[config.mk]
export PLATFORM = sky130hd
export DESIGN_NAME = db_nwr_target
export DESIGN_NICKNAME = d
export VERILOG_FILES = /design/src/rtl/srio_pkt_pkg.sv /design/src/rtl/srio_axis_reg.sv /design/src/rtl/db_nwr_target.sv
export SDC_FILE = /design/constraint.sdc
export NUM_CORES = 1
export LEC_CHECK = 0
export CAP_MARGIN = 20
export CORE_ASPECT_RATIO = 1.2
export CORE_MARGIN = 1.5
export CORE_UTILIZATION = 46
export CTS_CLUSTER_SIZE = 8
export DETAILED_ROUTE_END_ITERATION = 8
export PLACE_DENSITY = 0.83
export REMOVE_ABC_BUFFERS = 1
export SLEW_MARGIN = 20
export SYNTH_ARGS = -nofsm -noshare
export SYNTH_HDL_FRONTEND = slang
export SYNTH_SLANG_ARGS = --single-unit
[constraint.sdc]
create_clock -name log_clk -period 7.67 [get_ports log_clk]
set_input_delay 0.767 -clock log_clk [delete_from_list [all_inputs] [get_ports log_clk]]
set_output_delay 0.767 -clock log_clk [all_outputs]
set_load 0.005 [all_outputs]
[src/rtl/srio_pkt_pkg.sv]
// Shared SRIO logical-layer packet definitions: FTYPE/TTYPE codes, header field
// positions, doorbell info codes and the target FSM state encoding.
package srio_pkt_pkg;

    localparam logic [3:0] FTYPE_DOORB = 4'hA;
    localparam logic [3:0] FTYPE_NWR   = 4'h5;
    localparam logic [3:0] TTYPE_NWR   = 4'h4;

    localparam int HDR_TID_LSB   = 56;
    localparam int HDR_FTYPE_LSB = 52;
    localparam int HDR_TTYPE_LSB = 48;
    localparam int HDR_PRIO_LSB  = 45;
    localparam int HDR_SIZE_LSB  = 36;
    localparam int HDR_ADDR_LSB  = 0;
    localparam int HDR_INFO_LSB  = 16;

    localparam int ADDR_W = 34;

    localparam logic [15:0] DB_INFO_QUERY = 16'h0101;
    localparam logic [15:0] DB_INFO_READY = 16'h0100;
    localparam logic [15:0] DB_INFO_BUSY  = 16'h01FF;

    typedef enum logic [1:0] {
        ST_IDLE   = 2'd0,
        ST_DB_RSP = 2'd1,
        ST_NWR    = 2'd2,
        ST_DROP   = 2'd3
    } tgt_state_e;

    // Payload beats of an NWRITE from the upper bits of the size-1 field.
    function automatic logic [5:0] nwr_exp_beats(input logic [4:0] size_m1_hi);
        return {1'b0, size_m1_hi} + 6'd1;
    endfunction

    function automatic logic [15:0] sat_inc16(input logic [15:0] v);
        return (v == 16'hFFFF) ? v : v + 16'd1;
    endfunction

endpackage

[src/rtl/srio_axis_reg.sv]
// One-deep registered AXI-Stream stage carrying data, keep, last and a byte
// address; ready is registered-output based so valid has no combinational path.
module srio_axis_reg
    import srio_pkt_pkg::*;
(
    input  logic              log_clk,
    input  logic              log_rst,
    input  logic              in_valid_i,
    output logic              in_ready_o,
    input  logic [63:0]       in_data_i,
    input  logic [7:0]        in_keep_i,
    input  logic              in_last_i,
    input  logic [ADDR_W-1:0] in_addr_i,
    output logic              out_valid_o,
    input  logic              out_ready_i,
    output logic [63:0]       out_data_o,
    output logic [7:0]        out_keep_o,
    output logic              out_last_o,
    output logic [ADDR_W-1:0] out_addr_o
);

    logic              valid_q;
    logic [63:0]       data_q;
    logic [7:0]        keep_q;
    logic              last_q;
    logic [ADDR_W-1:0] addr_q;

    assign in_ready_o = out_ready_i | ~valid_q;

    always_ff @(posedge log_clk or posedge log_rst) begin
        if (log_rst) begin
            valid_q <= 1'b0;
            data_q  <= '0;
            keep_q  <= '0;
            last_q  <= 1'b0;
            addr_q  <= '0;
        end else begin
            if (in_ready_o) begin
                valid_q <= in_valid_i;
            end
            if (in_valid_i && in_ready_o) begin
                data_q <= in_data_i;
                keep_q <= in_keep_i;
                last_q <= in_last_i;
                addr_q <= in_addr_i;
            end
        end
    end

    assign out_valid_o = valid_q;
    assign out_data_o  = data_q;
    assign out_keep_o  = keep_q;
    assign out_last_o  = last_q;
    assign out_addr_o  = addr_q;

endmodule

[src/rtl/db_nwr_target.sv]
// SRIO target endpoint: answers doorbell ready queries and strips NWRITE headers,
// streaming payload with a running address. Define DB_NWR_TARGET_STATS_EN for counters.
//
// state     | meaning
// ST_IDLE   | waiting for a header beat
// ST_DB_RSP | presenting the doorbell response until it is taken
// ST_NWR    | forwarding NWRITE payload beats to the user sink
// ST_DROP   | discarding the rest of an unsupported packet
module db_nwr_target
    import srio_pkt_pkg::*;
#(
    parameter logic [15:0] LOCAL_ID    = 16'h00F0,
    parameter logic [15:0] DB_REQ_INFO = DB_INFO_QUERY,
    parameter logic [15:0] INFO_READY  = DB_INFO_READY,
    parameter logic [15:0] INFO_BUSY   = DB_INFO_BUSY
) (
    input  logic              log_clk,
    input  logic              log_rst,
    input  logic              treq_tvalid_in,
    output logic              treq_tready_o,
    input  logic              treq_tlast_in,
    input  logic [63:0]       treq_tdata_in,
    input  logic [7:0]        treq_tkeep_in,
    input  logic [31:0]       treq_tuser_in,
    output logic              tresp_tvalid_o,
    input  logic              tresp_tready_in,
    output logic              tresp_tlast_o,
    output logic [63:0]       tresp_tdata_o,
    output logic [7:0]        tresp_tkeep_o,
    output logic [31:0]       tresp_tuser_o,
    input  logic              sink_busy_in,
    output logic              usr_tvalid_o,
    input  logic              usr_tready_in,
    output logic [63:0]       usr_tdata_o,
    output logic [7:0]        usr_tkeep_o,
    output logic              usr_tlast_o,
    output logic [ADDR_W-1:0] usr_addr_o,
    output logic              nwr_active_o,
    output logic              len_err_o
`ifdef DB_NWR_TARGET_STATS_EN
    ,
    output logic [15:0]       db_cnt_o,
    output logic [15:0]       nwr_pkt_cnt_o,
    output logic [15:0]       drop_cnt_o
`endif
);

    tgt_state_e        state_q, state_d;
    logic              rdy_en_q;
    logic [7:0]        tid_q;
    logic [1:0]        prio_q;
    logic [15:0]       src_q;
    logic [15:0]       info_q;
    logic [ADDR_W-1:0] cur_addr_q;
    logic [5:0]        exp_q;
    logic [6:0]        cnt_q;
    logic              nwr_active_q, nwr_active_d;
    logic              len_err_q, len_err_d;

    logic [3:0]        hdr_ftype;
    logic [3:0]        hdr_ttype;
    logic              treq_fire, hdr_fire, nwr_beat;
    logic              is_db, is_nwr;
    logic [6:0]        beat_nx;
    logic              ureg_in_valid, ureg_in_ready;
    logic              last_handoff;
    logic [1:0]        prio_rsp;
    logic              unused_tuser;

    assign unused_tuser = ^treq_tuser_in[15:0];

    assign hdr_ftype = treq_tdata_in[HDR_FTYPE_LSB +: 4];
    assign hdr_ttype = treq_tdata_in[HDR_TTYPE_LSB +: 4];
    assign is_db     = (hdr_ftype == FTYPE_DOORB);
    assign is_nwr    = (hdr_ftype == FTYPE_NWR) && (hdr_ttype == TTYPE_NWR) && !treq_tlast_in;

    assign treq_fire = treq_tvalid_in & treq_tready_o;
    assign hdr_fire  = (state_q == ST_IDLE) & treq_fire;
    assign nwr_beat  = (state_q == ST_NWR) & treq_fire;

    always_ff @(posedge log_clk or posedge log_rst) begin
        if (log_rst) begin
            state_q <= ST_IDLE;
        end else begin
            state_q <= state_d;
        end
    end

    always_comb begin
        state_d = state_q;
        case (state_q)
            ST_IDLE: begin
                if (hdr_fire) begin
                    if (is_db) begin
                        state_d = ST_DB_RSP;
                    end else if (is_nwr) begin
                        state_d = ST_NWR;
                    end else if (!treq_tlast_in) begin
                        state_d = ST_DROP;
                    end
                end
            end
            ST_DB_RSP: if (tresp_tready_in) state_d = ST_IDLE;
            ST_NWR:    if (treq_fire && treq_tlast_in) state_d = ST_IDLE;
            ST_DROP:   if (treq_fire && treq_tlast_in) state_d = ST_IDLE;
            default:   state_d = ST_IDLE;
        endcase
    end

    assign prio_rsp = prio_q + 2'd1;

    // Headers are held off in IDLE while a payload beat is still stalled downstream.
    always_comb begin
        treq_tready_o  = 1'b0;
        tresp_tvalid_o = 1'b0;
        ureg_in_valid  = 1'b0;
        case (state_q)
            ST_IDLE:   treq_tready_o = rdy_en_q & ~(usr_tvalid_o & ~usr_tready_in);
            ST_DB_RSP: tresp_tvalid_o = 1'b1;
            ST_NWR: begin
                treq_tready_o = ureg_in_ready;
                ureg_in_valid = treq_tvalid_in;
            end
            ST_DROP:   treq_tready_o = 1'b1;
            default:   treq_tready_o = 1'b0;
        endcase
        tresp_tlast_o = tresp_tvalid_o;
        tresp_tkeep_o = 8'hFF;
        tresp_tdata_o = '0;
        tresp_tuser_o = '0;
        if (tresp_tvalid_o) begin
            tresp_tdata_o = {tid_q, FTYPE_DOORB, 4'h0, 1'b0, prio_rsp, 1'b0, 12'h0, info_q, 16'h0};
            tresp_tuser_o = {LOCAL_ID, src_q};
        end
    end

    assign beat_nx   = (cnt_q == 7'h7F) ? cnt_q : cnt_q + 7'd1;
    assign len_err_d = nwr_beat &&
                       ((treq_tlast_in && (beat_nx != {1'b0, exp_q})) ||
                        (beat_nx == ({1'b0, exp_q} + 7'd1)));

    assign last_handoff = usr_tvalid_o & usr_tready_in & usr_tlast_o;

    always_comb begin
        nwr_active_d = nwr_active_q;
        if (hdr_fire && is_nwr) begin
            nwr_active_d = 1'b1;
        end else if (last_handoff) begin
            nwr_active_d = 1'b0;
        end
    end

    always_ff @(posedge log_clk or posedge log_rst) begin
        if (log_rst) begin
            rdy_en_q     <= 1'b0;
            tid_q        <= '0;
            prio_q       <= '0;
            src_q        <= '0;
            info_q       <= '0;
            cur_addr_q   <= '0;
            exp_q        <= '0;
            cnt_q        <= '0;
            nwr_active_q <= 1'b0;
            len_err_q    <= 1'b0;
        end else begin
            rdy_en_q     <= 1'b1;
            nwr_active_q <= nwr_active_d;
            len_err_q    <= len_err_d;
            if (hdr_fire && is_db) begin
                tid_q  <= treq_tdata_in[HDR_TID_LSB +: 8];
                prio_q <= treq_tdata_in[HDR_PRIO_LSB +: 2];
                src_q  <= treq_tuser_in[31:16];
                info_q <= (sink_busy_in || nwr_active_q ||
                           (treq_tdata_in[HDR_INFO_LSB +: 16] != DB_REQ_INFO)) ? INFO_BUSY : INFO_READY;
            end
            if (hdr_fire && is_nwr) begin
                cur_addr_q <= treq_tdata_in[HDR_ADDR_LSB +: ADDR_W];
                exp_q      <= nwr_exp_beats(treq_tdata_in[HDR_SIZE_LSB + 3 +: 5]);
                cnt_q      <= '0;
            end else if (nwr_beat) begin
                cur_addr_q <= cur_addr_q + ADDR_W'(8);
                cnt_q      <= beat_nx;
            end
        end
    end

    srio_axis_reg u_usr_reg (
        .log_clk     (log_clk),
        .log_rst     (log_rst),
        .in_valid_i  (ureg_in_valid),
        .in_ready_o  (ureg_in_ready),
        .in_data_i   (treq_tdata_in),
        .in_keep_i   (treq_tkeep_in),
        .in_last_i   (treq_tlast_in),
        .in_addr_i   (cur_addr_q),
        .out_valid_o (usr_tvalid_o),
        .out_ready_i (usr_tready_in),
        .out_data_o  (usr_tdata_o),
        .out_keep_o  (usr_tkeep_o),
        .out_last_o  (usr_tlast_o),
        .out_addr_o  (usr_addr_o)
    );

    assign nwr_active_o = nwr_active_q;
    assign len_err_o    = len_err_q;

`ifdef DB_NWR_TARGET_STATS_EN
    logic [15:0] db_cnt_q, nwr_cnt_q, drop_cnt_q;

    always_ff @(posedge log_clk or posedge log_rst) begin
        if (log_rst) begin
            db_cnt_q   <= '0;
            nwr_cnt_q  <= '0;
            drop_cnt_q <= '0;
        end else if (hdr_fire) begin
            if (is_db) begin
                db_cnt_q <= sat_inc16(db_cnt_q);
            end else if (is_nwr) begin
                nwr_cnt_q <= sat_inc16(nwr_cnt_q);
            end else begin
                drop_cnt_q <= sat_inc16(drop_cnt_q);
            end
        end
    end

    assign db_cnt_o      = db_cnt_q;
    assign nwr_pkt_cnt_o = nwr_cnt_q;
    assign drop_cnt_o    = drop_cnt_q;
`endif

endmodule

## Word level (Yosys, flattened, before mapping)

Index checks and enable logic that the tools add are counted.

- $add $sub $neg: 5
- Equal/unequal tests: 14
- Mux-type cells: 20
- Bitwise gates (word level): 11
- Reductions and logical operators: 17

Operators by type and width:

| kind | count |
|---|---|
| $mux 34 | 2 |
| $mux 64 | 1 |
| $add 34x4->34 const B | 1 |
| $mux 24 | 1 |
| $mux 7 | 3 |
| $ne 16x9->1 const B | 1 |
| $mux 2 | 6 |
| $eq 4x3->1 const B | 2 |
| $logic_and 1x1->1 | 8 |
| $mux 8 | 1 |
| $add 6x1->7 const B | 1 |
| $add 7x1->7 const B | 1 |
| $and 1x1->1 | 7 |
| $eq 7x7->1 | 1 |
| $eq 7x7->1 const B | 1 |
| $ne 7x6->1 | 1 |
| $add 5x1->6 const B | 1 |
| $pmux 2 s3 | 1 |
| $eq 2x2->1 const B | 2 |
| $eq 4x4->1 const B | 1 |
| $mux 1 | 4 |
| $ne 2x2->1 const B | 2 |
| $ne 4x4->1 const B | 1 |
| $reduce_and 4->1 | 1 |
| other kinds (11) | 16 |

- Register bits: 202
- Input port bits: 111
- Word-level logic and storage cells: 83

## Logic depth before layout (Yosys ltp)

Gate-level depths: netlist (run 1).

- Depth in word-level cells: 9
- Gate-level depth with buffers: 8

## Cells and area by module

From an unflattened synthesis (run 1), not the netlist that was laid out.

- Cell total of the unflattened synthesis: 778
- Area total of the unflattened synthesis: 9187.6 µm²

By module, submodules not included:

| module | instances | cells an instance | area each (µm²) |
|---|---|---|---|
| db_nwr_target | 1 | 548 | 5057.4 |
| srio_axis_reg | 1 | 230 | 4130.2 |

## Least setup slack after synthesis (run 1)

Ideal clock, no wire load.

- Path type: register to output
- From: reg state_q[0]
- To: out tresp_tdata_o[17]
- Arrival time: 1.556 ns
- Required time: 6.903 ns
- Path slack: 5.347 ns
- Cell stages (with the launch flop): 7
- Buffers on the path: 4
- Path through: dfrtp_1 -> clkbuf_1 -> nor2b_1 -> clkbuf_1 -> clkbuf_1 -> and2_1 -> buf_4

- Word-level cells in the longest chain between the ends: 3

RTL lines:

| what | line | text |
|---|---|---|
| start, declared | db_nwr_target.sv:48 | `tgt_state_e state_q, state_d;` |
| start signal, assigned | db_nwr_target.sv:85 | `state_q <= state_d;` |
| $eq 2x1->1 | db_nwr_target.sv:117 | `case (state_q)` |
| $mux 1 | db_nwr_target.sv:117 |  |
| $mux 64 | db_nwr_target.sv:131 | `if (tresp_tvalid_o) begin` |
| end, declared | db_nwr_target.sv:28 | `output logic [63:0] tresp_tdata_o,` |

Every way passes these cells.

## Worst setup path after layout (run 1)

- From: in usr_tready_in
- To: reg cur_addr_q[29]

- Word-level cells in the longest chain between the ends: 9

RTL lines:

| what | line | text |
|---|---|---|
| start, declared | db_nwr_target.sv:33 | `input logic usr_tready_in,` |
| $not 1->1 | db_nwr_target.sv:118 | `ST_IDLE: treq_tready_o = rdy_en_q & ~(usr_tvalid_o & ~usr_tready_in);` |
| $and 1x1->1 | db_nwr_target.sv:118 |  |
| $not 1->1 | db_nwr_target.sv:118 |  |
| $and 1x1->1 | db_nwr_target.sv:118 |  |
| $pmux 1 s3 (*) | db_nwr_target.sv:117 |  |
| $and 1x1->1 (*) | db_nwr_target.sv:77 | `assign treq_fire = treq_tvalid_in & treq_tready_o;` |
| $and 1x1->1 | db_nwr_target.sv:78 | `assign hdr_fire = (state_q == ST_IDLE) & treq_fire;` |
| $logic_and 1x1->1 | db_nwr_target.sv:176 | `if (hdr_fire && is_nwr) begin` |
| $mux 34 / $reduce_bool 2->1 (equally long branches) | n/a |  |
| end signal, assigned | db_nwr_target.sv:177 | `cur_addr_q <= treq_tdata_in[HDR_ADDR_LSB +: ADDR_W];` |
| end signal, assigned | db_nwr_target.sv:181 | `cur_addr_q <= cur_addr_q + ADDR_W'(8);` |
| end, declared | db_nwr_target.sv:54 | `logic [ADDR_W-1:0] cur_addr_q;` |

Mark *: on every way between the ends. The rest lies on a longest branch, timed or not.
A chain may end at the register's enable or synchronous reset.

==> results of run 1 <==
[cells by family after synthesis]
family                   count (synthesis)  share of synthesized area [%]
AO/OA/AOI/OAI                          104                          7.336
multiplexers                            29                          3.525
buffers and inverters                  142                          9.295
flip-flops                             188                          51.17
adder cells (fa/ha/maj)                  4                         0.5444
other                                    2                        0.08169
XOR/XNOR                                26                          2.477
AND/OR/NAND/NOR                        525                          25.57
[final timing paths]
kind                                                      start                              endpoint  slack [ns]  depth (start not counted)
min in group asynchronous                               log_rst  u_usr_reg.out_data_o[60]$_DFFE_PP0P_        0.87                          2
max in group asynchronous                               log_rst                  exp_q[4]$_DFFE_PP0P_        5.34                          3
min reg2reg                u_usr_reg.out_addr_o[26]$_DFFE_PP0P_  u_usr_reg.out_addr_o[26]$_DFFE_PP0P_        0.48                          2
max reg2reg                   u_usr_reg.out_valid_o$_DFFE_PP0P_            cur_addr_q[29]$_DFFE_PP0P_        4.78                          8
min                        u_usr_reg.out_addr_o[26]$_DFFE_PP0P_  u_usr_reg.out_addr_o[26]$_DFFE_PP0P_        0.48                          2
max                                               usr_tready_in            cur_addr_q[29]$_DFFE_PP0P_        4.33                          9
[registers in the layout, summed over array words and instances (netlist names)]
signal and cells:
tid_q 8, u_usr_reg.out_data_o 64, info_q 2, rdy_en_q 1, state_q 2, u_usr_reg.out_last_o 1, len_err_o 1, exp_q 6
src_q 16, prio_q 2, nwr_active_o 1, cnt_q 7, cur_addr_q 34, u_usr_reg.out_addr_o 34, u_usr_reg.out_keep_o 8, u_usr_reg.out_valid_o 1
[tightest hold or removal path, cell delays in order, from the launching register on]
cell,delay [ns]
dfrtp_1,0.34
nand2_1,0.05
nand2_1,0.06
[through the flow]
| step | instances | util [%] |
|---|---|---|
| after floorplan | 951 | - |
| after global placement | 1467 | 58.85 |
| after detailed placement | 1467 | 58.85 |
| after CTS | 1498 | 62.01 |
| after global routing | 1499 | 62.05 |
| final | 1499 | 62.05 |
[power breakdown]
part           total, uW  internal, uW  switching (uW)
registers           1440          1260             178
logic               1280           670             612
clock network        936           530             406
[synth_stat cells (all sizes together), types with 3 or more instances]
cell     count
a21oi       24
a221o        7
a22o         3
and2        30
and3         8
buf        104
clkbuf      27
dfrtp      188
ha           4
inv         11
mux2        27
nand2      376
nand2b       4
nand3       35
nand4        8
nor2        21
nor2b        4
nor3         9
nor3b        3
nor4        12
o2111ai      3
o211ai       3
o21ai       36
o311ai       6
or2          3
or4          4
xnor2       16
xor2        10
[per-layer routing]
metal  track usage (%)  vias up  share of wire [%]
met5                 0        -                  0
met4             7.566        0                2.2
met2             39.74      288                 50
met3             4.803       37                5.4
met1             27.89     3723                 42
li1                  -     3629                  -
[final cells by class]
cell class | instances | share of cell area, %
Sequential cell | 188 | 38.79
Multi-Input combinational cell | 752 | 32.06
Timing Repair Buffer | 256 | 20.96
Clock buffer | 18 | 3.621
Tap cell | 261 | 2.692
Clock inverter | 13 | 1.475
Inverter | 11 | 0.4023
==> results.toml, run 1 <==
[die]
dieArea_um2 = 20850
io_pins = 328
fp.dieH_um = 157.9
start_util_pct = 47.03
core_um2 = 19550
die_w_um = 132.1
rows = 56

[synthesis]
synthArstFlopShare_pct = 100.0
synthCells = 1020
synth-seq-cells = 188
synthFlopType = "dfrtp_1"
synth-edff-count = 0
synth_cell_type_count = 66
synthTopCellsByArea = "dfrtp_1 (51%), nand2_1 (15%), buf_4 (6.3%)"
synth_largest_area_cell = "dfrtp_1"
synth_seq_area_share_pct = 51.17
avgSynthCellArea_um2 = 9.014
synth_top_area_share_pct = 51.17
yosys_warnings = 0
synth_area_um2 = 9194

[drt]
vias = 7677
ant_nets = 0
avgRoutedWirePerCell_um = 15.59
drtPass1Iterations = 5
vias_per_cell = 5.121
route.detailed.drc = 0
first_iter_violations = 407
routed_wl_mm = 23.36

[power]
cellPowerDensity_nw_per_um2 = 301.5
finalPower_uw = 3657
vdd_drop_max_mv = 0.1597
p_leak_uw = 0.005783

[timing]
fin_skew_ns = 0.008563
rsz0062_at_grt = "false"
relSlewSlack_pct = 37.78
fmax_mhz = 299.3
setup_viol = 0
period_needed_ns = 3.341
period_share_pct = 43.56
tns_ns = 0
timing.final.ws_setup_ns = 4.329
hold_violations = 0
tightest_slew_ns = 0.9334
holdWs_ns = 0.4751
drv_slew = 0

[placed_design]
dp_slack_ns = 3.906
placed_cell_area_um2 = 11500
dp_hpwl_mm = 15.89
numPortBuffers = 248
place.gp.congestion = 0.8212

[clocking]
post_cts_buffers = 0
cts_max_level = 4
cts_buffers = 17
cts_tree = "done"
clock-sinks = 188
clock_path_buffers = 2
clk_pin_slew_ns = 0.07
cts_hold_buf = 0
cts_root_buf = "clkbuf_16"
clkLatencyLatePin_ns = 0.43
post_cts_resized = 0

[global_routing]
antenna_found_initial = 0
grt_pass1_vias = 7476
grt_max_degree = 118
track_usage_pct = 22.66
grt_pass1_wl_mm = 37.75
overflow = 0

[setup_path]
crit_path_end_kind = "register"
criticalPathCategory = "primary input to register"
path_common_cell = "buf_4"
path_max_fanout = 64
max_stage_delay_ns = 0.69
critical_path.slowest_cell = "buf_4"
critPathBufInv = 3
required_ns = 8.04
cp_cell_sequence = "clkdlybuf4s50_1, nand2b_1, nor3b_4, buf_4, buf_4, nand2_1, o21bai_1, o41ai_1, a221o_1"
crit_family = "buffers and inverters"
cp.arrival_ns = 3.71
cp-start-kind = "primary input"

[layout]
ff_latch_area_um2 = 4705
fin_nets = 1341
layout-drive-gt1-share_pct = 6.785
fillers = 1606
multi_input_area_um2 = 3889
diodes = 0
layout_common_cells = "nand2_1 (374), clkdlybuf4s50_1 (248), dfrtp_1 (188)"
syn2layout_area_growth_pct = 31.93
final_common_cell = "nand2_1"
stdcell_area_um2 = 12130

[job]
drv_cap = 0

[run_status]
outcome = "complete, no violations"

[worst_hold_path]
min_path_type = "register to register"
(Power assumes the default switching activity.)
==> run 2, diff against run 1 <==
- clock period: 7.67 -> 3.4 ns (I/O delays scaled with it)
==> results.toml, run 2 (synthesized netlist as in run 1, its figures left out) <==
[run_status]
outcome = "complete, no violations"

[power]
cellPowerDensity_nw_per_um2 = 673.0
vdd_drop_max_mv = 0.4459
p_leak_uw = 0.005818
finalPower_uw = 8204

[layout]
fillers = 1604
layout-drive-gt1-share_pct = 7.309
stdcell_area_um2 = 12190
final_util_pct = 62.36
final_common_cell = "nand2_1"
fin_cells = 1506
diodes = 0
fin_nets = 1347
layout_common_cells = "nand2_1 (374), clkdlybuf4s50_1 (248), dfrtp_1 (188)"
syn2layout_area_growth_pct = 32.59
largest_reg_flops = 64

[timing]
drv_slew = 0
fmax_mhz = 369.9
setup_viol = 0
period_needed_ns = 2.704
relSlewSlack_pct = 25.35
tightest_slew_ns = 1.116
period_share_pct = 79.52
hold_violations = 0
fin_skew_ns = 0.008060
rsz0062_at_grt = "false"
holdWs_ns = 0.3500

[worst_hold_path]
min_path_type = "primary input to async pin"

[die]
io_pins = 328
fp.dieH_um = 157.9
start_util_pct = 47.03
die_w_um = 132.1
core_um2 = 19550
rows = 56
dieArea_um2 = 20850

[setup_path]
cp.arrival_ns = 2.36
cp-start-kind = "register"
max_stage_delay_ns = 0.58
critPathBufInv = 2
crit_family = "buffers and inverters"
critical_path.slowest_cell = "clkdlybuf4s50_1"
cp_cell_sequence = "nor2b_2, buf_4, and2_1, clkdlybuf4s50_1"
crit_path_end_kind = "output pin"
required_ns = 3.06
path_max_fanout = 36
criticalPathCategory = "register to output pin"

[drt]
route.detailed.drc = 0
ant_nets = 0
vias = 7699
drtPass1Iterations = 4
avgRoutedWirePerCell_um = 15.45
first_iter_violations = 499
vias_per_cell = 5.112
routed_wl_mm = 23.26

[placed_design]
numPortBuffers = 248
placed_cell_area_um2 = 11590
dp_cells = 1474
dp_hpwl_mm = 16.28
place.gp.congestion = 0.8326

[clocking]
post_cts_buffers = 0
clkLatencyLatePin_ns = 0.43
clock-sinks = 188
clock_path_buffers = 2
clk_pin_slew_ns = 0.07
cts_tree = "done"
post_cts_resized = 0
cts_root_buf = "clkbuf_16"
cts_hold_buf = 0
cts_max_level = 4
cts_buffers = 17

[global_routing]
grt_pass1_wl_mm = 37.70
grt_max_degree = 74
track_usage_pct = 22.57
overflow = 0
grt_pass1_vias = 7504
antenna_found_initial = 0

[job]
drv_cap = 0
run 2: changes by cell type in the layout (fill, tap and decap cells not counted):
| cell | before | now |
|---|---|---|
| buf_12 | 0 | 3 |
| buf_4 | 8 | 11 |
| bufinv_16 | 3 | 2 |
| clkinv_2 | 1 | 3 |
| clkinvlp_4 | 2 | 1 |
| inv_6 | 3 | 5 |
| inv_8 | 4 | 3 |
run 2: final cells by class:
type,count,area [um2],share of cell area [%]
clock inverters,14,157.7,1.293
clock buffers,18,439.2,3.603
repair buffers,262,2625,21.53
multi-input cells,752,3889,31.90
inverters,11,48.80,0.4003
flip-flops and latches,188,4705,38.59
well taps,261,326.6,2.679
run 2: metrics by stage:
step	setup slack (ns)	TNS (ns)
CTS	0.6720	0
global placement	0.6277	0
global route	0.5585	0
finish	0.6963	0
detailed placement	0.6881	0
floorplan	-2.054	-533.80
run 2: path summary, 6_finish.rpt:
check / startpoint / end / slack, ns / cells past startpoint
max: state_q[0]$_DFFE_PP0P_ / tresp_tdata_o[19] / 0.70 / 4
max in group asynchronous: log_rst / tid_q[5]$_DFFE_PP0P_ / 2.23 / 3
min reg2reg: info_q[8]$_DFFE_PP0P_ / info_q[8]$_DFFE_PP0P_ / 0.46 / 1
min in group log_clk: treq_tdata_in[37] / u_usr_reg.out_data_o[37]$_DFFE_PP0P_ / 0.44 / 3
min: log_rst / src_q[12]$_DFFE_PP0P_ / 0.35 / 2
max reg2reg: state_q[0]$_DFFE_PP0P_ / cur_addr_q[6]$_DFFE_PP0P_ / 1.12 / 6
run 2: metal layers:
metal / part of all wire, % / GRT usage, % / up-vias
met5: 0 / 0 / -
met3: 6.0 / 4.803 / 40
li1: - / - / 3647
met2: 49 / 38.49 / 300
met1: 42 / 27.90 / 3712
met4: 2.8 / 9.524 / 0
run 2: power by group:
group	leakage [uW]	internal [uW]	switching [uW]
combinational	0.00305	1540	1380
clock	0.000296	1120	908
sequential	0.00247	2850	404
